--- config.mk ---
export PLATFORM = sky130hd
export DESIGN_NAME = booth_mul_seq
export DESIGN_NICKNAME = d
export VERILOG_FILES = /design/src/rtl/booth_pkg.sv /design/src/rtl/booth_digit_recode.sv /design/src/rtl/booth_mul_seq.sv
export SDC_FILE = /design/constraint.sdc
export NUM_CORES = 1
export LEC_CHECK = 0
export CORE_AREA = 2 2 165 167
export CTS_CLUSTER_SIZE = 40
export DETAILED_ROUTE_END_ITERATION = 6
export DIE_AREA = 0 0 167 169
export GPL_TIMING_DRIVEN = 0
export SKIP_LAST_GASP = 1
export SYNTH_ARGS = -nofsm -noshare
export SYNTH_HDL_FRONTEND = slang
export SYNTH_SLANG_ARGS = --single-unit
export TNS_END_PERCENT = 30
--- constraint.sdc ---
create_clock -name clk -period 11.2 [get_ports clk]
set_input_delay 1.12 -clock clk [delete_from_list [all_inputs] [get_ports clk]]
set_output_delay 1.12 -clock clk [all_outputs]
set_load 0.005 [all_outputs]
--- src/rtl/booth_pkg.sv ---
`default_nettype none
// ============================================================================
//  Module      : booth_pkg
//  Description : Shared types for the radix-4 Booth multiplier: FSM states
//                and Booth digit codes.
//  Revision    : 1.0 - initial release
// ============================================================================
package booth_pkg;

  // Multiplier control states
  typedef enum logic [1:0] {
    IDLE = 2'd0,
    RUN  = 2'd1,
    DONE = 2'd2
  } state_t;

  // Radix-4 Booth digit; bit 2 marks a negative multiple
  typedef enum logic [2:0] {
    ZERO = 3'd0,
    POS1 = 3'd1,
    POS2 = 3'd2,
    NEG1 = 3'd5,
    NEG2 = 3'd6
  } digit_t;

endpackage
`default_nettype wire

--- src/rtl/booth_digit_recode.sv ---
`default_nettype none
// ============================================================================
//  Module      : booth_digit_recode
//  Description : Maps a multiplier triplet {b[2i+1], b[2i], b[2i-1]} onto a
//                radix-4 Booth digit in {-2, -1, 0, +1, +2}.
//  Revision    : 1.0 - initial release
// ============================================================================
module booth_digit_recode
  import booth_pkg::*;
(
  input  logic [2:0] i_triplet,
  output digit_t     o_digit
);

  // Standard radix-4 Booth recoding table
  always_comb begin
    o_digit = ZERO;
    case (i_triplet)
      3'b001, 3'b010: o_digit = POS1;
      3'b011:         o_digit = POS2;
      3'b100:         o_digit = NEG2;
      3'b101, 3'b110: o_digit = NEG1;
      default:        o_digit = ZERO;
    endcase
  end

endmodule
`default_nettype wire

--- src/rtl/booth_mul_seq.sv ---
`default_nettype none
// ============================================================================
//  Module      : booth_mul_seq
//  Description : Sequential radix-4 Booth multiplier, one digit per clock.
//                Signed/unsigned WIDTH x WIDTH -> 2*WIDTH product on hi/lo,
//                with an overflow flag for products that do not fit WIDTH.
//                Optional macro BOOTH_EARLY_TERM_EN: finish as soon as all
//                remaining Booth digits are zero.
//  Revision    : 1.0 - initial release
// ============================================================================
module booth_mul_seq
  import booth_pkg::*;
#(
  parameter int WIDTH = 32
) (
  input  logic             clk,
  input  logic             clr,
  input  logic             start,
  input  logic             is_signed,
  input  logic [WIDTH-1:0] a,
  input  logic [WIDTH-1:0] b,
  output logic             busy,
  output logic             done,
  output logic [WIDTH-1:0] hi,
  output logic [WIDTH-1:0] lo,
  output logic             ovf
);

  localparam int N     = WIDTH / 2 + 1;       // Booth digit count
  localparam int CNT_W = $clog2(N + 1);
  localparam int EW    = WIDTH + 2;           // extended operand width
  localparam int AW    = 2 * WIDTH + 4;       // accumulator width

  state_t             r_state;
  state_t             w_state_nxt;
  logic [EW-1:0]      r_a;        // extended multiplicand
  logic [EW:0]        r_b;        // extended multiplier, bit 0 holds b[-1]
  logic [AW-1:0]      r_acc;
  logic [CNT_W-1:0]   r_cnt;
  logic               r_sgn;
  logic [WIDTH-1:0]   r_hi;
  logic [WIDTH-1:0]   r_lo;
  logic               r_ovf;

  digit_t             w_digit;
  logic [EW:0]        w_mul;
  logic [EW-1:0]      w_sum;
  logic [AW-1:0]      w_acc_shift;
  logic [AW-1:0]      w_prod;
  logic [EW:0]        w_b_shift;
  logic               w_last;
  logic               w_start_ok;
  logic               w_unused_bits;

  booth_digit_recode u_recode (
    .i_triplet (r_b[2:0]),
    .o_digit   (w_digit)
  );

  // Digit multiple of the extended multiplicand
  always_comb begin
    w_mul = '0;
    case (w_digit)
      POS1:    w_mul = {r_a[EW-1], r_a};
      POS2:    w_mul = {r_a, 1'b0};
      NEG1:    w_mul = -{r_a[EW-1], r_a};
      NEG2:    w_mul = -{r_a, 1'b0};
      default: w_mul = '0;
    endcase
  end

  // The running partial sum at the add point is bounded by 2*|a|, so the
  // upper accumulator field never overflows and truncating the sum is exact.
  assign w_sum       = r_acc[AW-1 -: EW] + w_mul[EW-1:0];
  assign w_acc_shift = $signed({w_sum, r_acc[EW-1:0]}) >>> 2;
  assign w_b_shift   = $signed(r_b) >>> 2;
  assign w_start_ok  = start & (r_state != RUN);

`ifdef BOOTH_EARLY_TERM_EN
  logic             w_early;
  logic [CNT_W-1:0] w_rem;
  // Remaining bits plus overlap all equal means every remaining digit is 0;
  // the skipped digits still owe their 2-bit shifts, applied here at once.
  assign w_early = (&w_b_shift) | ~(|w_b_shift);
  assign w_rem   = CNT_W'(N - 1) - r_cnt;
  assign w_last  = (r_cnt == CNT_W'(N - 1)) | w_early;
  assign w_prod  = $signed(w_acc_shift) >>> {w_rem, 1'b0};
`else
  assign w_last  = (r_cnt == CNT_W'(N - 1));
  assign w_prod  = w_acc_shift;
`endif

  assign w_unused_bits = ^{w_prod[AW-1:2*WIDTH], w_mul[EW]};

  // State register
  always_ff @(posedge clk) begin
    if (clr) r_state <= IDLE;
    else     r_state <= w_state_nxt;
  end

  // Next-state and status outputs
  always_comb begin
    w_state_nxt = r_state;
    busy        = 1'b0;
    done        = 1'b0;
    case (r_state)
      IDLE: begin
        if (start) w_state_nxt = RUN;
      end
      RUN: begin
        busy = 1'b1;
        if (w_last) w_state_nxt = DONE;
      end
      DONE: begin
        done        = 1'b1;
        w_state_nxt = start ? RUN : IDLE;
      end
      default: w_state_nxt = IDLE;
    endcase
  end

  // Operand capture and one Booth step per RUN cycle
  always_ff @(posedge clk) begin
    if (clr) begin
      r_sgn <= 1'b0;
      r_a   <= '0;
      r_b   <= '0;
      r_acc <= '0;
      r_cnt <= '0;
    end else if (w_start_ok) begin
      r_sgn <= is_signed;
      r_a   <= {{2{is_signed & a[WIDTH-1]}}, a};
      r_b   <= {{2{is_signed & b[WIDTH-1]}}, b, 1'b0};
      r_acc <= '0;
      r_cnt <= '0;
    end else if (r_state == RUN) begin
      r_acc <= w_acc_shift;
      r_b   <= w_b_shift;
      r_cnt <= r_cnt + 1'b1;
    end
  end

  // Result registers, loaded only on the edge that enters DONE
  always_ff @(posedge clk) begin
    if (clr) begin
      r_hi  <= '0;
      r_lo  <= '0;
      r_ovf <= 1'b0;
    end else if ((r_state == RUN) && w_last) begin
      r_hi  <= w_prod[2*WIDTH-1:WIDTH];
      r_lo  <= w_prod[WIDTH-1:0];
      r_ovf <= r_sgn ? (w_prod[2*WIDTH-1:WIDTH] != {WIDTH{w_prod[WIDTH-1]}})
                     : (w_prod[2*WIDTH-1:WIDTH] != '0);
    end
  end

  assign hi  = r_hi;
  assign lo  = r_lo;
  assign ovf = r_ovf;

endmodule
`default_nettype wire
==> flow_summary.toml <==
[run_status]
outcome = "finished clean"

[floorplan]
core.rowCount = 60
die_w_um = 167
ioPinCount = 135
start_util = 0.414
core_um2 = 26500
die_y_um = 169
dieArea_um2 = 28200

[timing]
maxSlewHeadroom = 0.453
finalCriticalPeriod_ps = 5900
finalSetupViolCount = 0
final-hold-violation-count = 0
worst_pin_slew_ps = 821
clock.fmax_mhz = 170
setup_ws_ps = 5300
slew_viol_final = 0
post-route-period-util = 0.527
tns_ps = 0
rsz0062_at_grt = "no"
timing.clock.skew_ps = 7.95

[yosys]
ys_ff_latch = 205
async_flop_share = 0
synth_area_um2 = 11000
syn-num-nets = 1538
syn_inst = 1431
yosys_warnings = 0
synth_top_flop_cell = "dfxtp_1"
ys_seq_area_frac = 0.374
yosysUniqueCellTypes = 75
synth_edf_count = 0
syn_avg_cell_area_um2 = 7.66

[worst_setup_path]
crit_required_ps = 11600
critical_path.max_fanout = 9
critPathKind = "flop to flop"
start_kind = "flop"
endpoint_kind = "flop"
crit_arrival_ps = 6300

[drt]
dr.pass1.iters = 5
vias = 10300
vias_per_cell = 5.30
drt-total-wl_mm = 31.8
drc = 0
ant_nets = 0
route.detailed.wl_per_inst_um = 16.3
drt_iter0_drc = 586

[cts]
cts_htree_levels = 1
cts_tree = "yes"
cts_buffers = 24
cts_sinks = 205
cts_resized = 0
insertion_delay_ps = 510
clockBufferDepth = 3
hold_buffers = 0
clkTransAtPathRegs_ps = 60
clockRootBuffer = "clkbuf_16"
cts_setup_buffers = 0

[power_and_ir_drop]
p_per_area_nw_per_um2 = 137
p_leak_nw = 4.83
ir_drop_mv = 0.109

[final_layout]
nFillCells = 2671
multi_input_area_um2 = 6390
drive_above_1_share = 0.0498
seqCellArea_um2 = 4100
final_cell_mix = "nand2_1 (338), dfxtp_1 (205), a21oi_1 (201)"
layout.nets = 1696
antennaDiodeCount = 0
final_common_cell = "nand2_1"
area_growth_pct = 23.5

[global_route]
grt_max_degree = 13
gr-total-overflow = 0
antenna_found_initial = 0
grt_usage = 0.222
grt_pass1_wl_mm = 51.2
grt_pass1_vias = 9656

[placement]
port-buffer-count = 132
pre_cts_ws_ps = 5340
dp_hpwl_mm = 24.5
gp_congestion = 0.894

[job]
timing.max_cap.violations = 0

[hold_path]
hp-class = "flop to flop"
[Yosys cell counts, types with 3 or more instances]
master,number,area (um2)
o21a_1,9,67.6
or2_2,3,18.8
nor4_2,3,37.5
nor2b_1,9,56.3
a31oi_1,6,37.5
or4_4,3,33.8
nand2_1,338,1270
nor3_1,12,60.1
and2b_1,4,30.0
o21bai_1,4,30.0
buf_1,10,37.5
o211ai_1,7,52.6
o41ai_1,3,26.3
ha_1,38,475
nor2_1,124,465
a22oi_1,31,233
o21ai_0,24,120
o21ai_1,7,35.0
o31ai_1,10,75.1
buf_2,8,40.0
and2_1,3,18.8
nand2b_1,7,43.8
nand4b_1,3,26.3
or3_1,7,43.8
xnor2_1,41,359
and3_1,3,18.8
or4_1,6,45.0
nand3_1,15,75.1
a21oi_1,201,1010
xor2_1,24,210
a211oi_2,3,37.5
dfxtp_1,205,4100
nand3b_1,3,22.5
a211oi_1,42,315
o22ai_1,5,31.3
nor4_1,5,31.3
a21oi_2,7,61.3
a21o_1,10,75.1
nand4_1,8,50.1
mux2i_1,33,330
clkbuf_1,81,304
o2111ai_1,3,26.3
inv_1,23,86.3
[flip-flops by register name, indices dropped and copies added (netlist names)]
name / cells
hi: 32
r_state: 2
r_cnt: 5
lo: 32
r_acc: 64
r_sgn: 1
ovf: 1
r_a: 33
r_b: 35
[per-layer routing]
metal  track usage  wire (um)
met1         0.315      15600
met5             0          0
met3        0.0276       1470
met2         0.361      14000
met4        0.0495        674
[worst max-delay path, stage by stage (launching register included)]
cell and delay (ps):
dfxtp_1 360, inv_1 70, ha_1 170, nor3b_1 400
nand3b_1 230, or4bb_1 600, o21ai_0 250, xnor2_1 130
a22oi_1 150, nor2_1 70, ha_1 280, buf_2 180
nand3_1 100, nor3_1 290, nand4_1 210, a311oi_1 550
o21ai_0 250, a211oi_2 670, or3b_2 510, o41ai_2 240
a21oi_2 40
[path summary, 6_finish.rpt]
kind | slack [ps] | cells past startpoint | endpoint | from
max | 5300 | 20 | ovf | r_a[0]
min | 450 | 2 | lo[9] | lo[9]
max reg2reg | 5300 | 20 | ovf | r_a[0]
min reg2reg | 450 | 2 | lo[9] | lo[9]
[through the flow]
| stage | hold slack, ps | power, mW | cells | instance area [um2] | utilization |
|---|---|---|---|---|---|
| floorplan | 432 | 0.965 | 1431 | 11000 | - |
| global placement | 445 | 1.05 | 1904 | 12700 | 0.480 |
| detailed placement | 448 | 1.06 | 1904 | 12700 | 0.480 |
| CTS | 456 | 1.86 | 1947 | 13500 | 0.511 |
| global route | 472 | 1.93 | 1947 | 13500 | 0.511 |
| finish | 451 | 1.85 | 1947 | 13500 | 0.511 |
[report_power, final]
| group | internal (mW) | switching (mW) | total [mW] |
|---|---|---|---|
| Sequential | 0.752 | 0.0187 | 0.770 |
| Clock | 0.500 | 0.308 | 0.808 |
| Combinational | 0.102 | 0.169 | 0.271 |
[final cells by class]
cell class | instances | area share
buffer | 99 | 0.0282
clock inverter | 6 | 0.00656
timing repair buffer | 132 | 0.0975
inverter | 24 | 0.00665
clock buffer | 37 | 0.0547
tap | 341 | 0.0315
sequential | 205 | 0.303
multi-input combinational | 1103 | 0.472
[cells by family after synthesis]
logic type | synth area share
XOR/XNOR | 0.0534
multiplexers | 0.0311
adder cells (fa/ha/maj) | 0.0452
buffers and inverters | 0.0430
AO/OA/AOI/OAI | 0.225
AND/OR/NAND/NOR | 0.228
flip-flops | 0.374
Power figures use the tool's default switching activity.
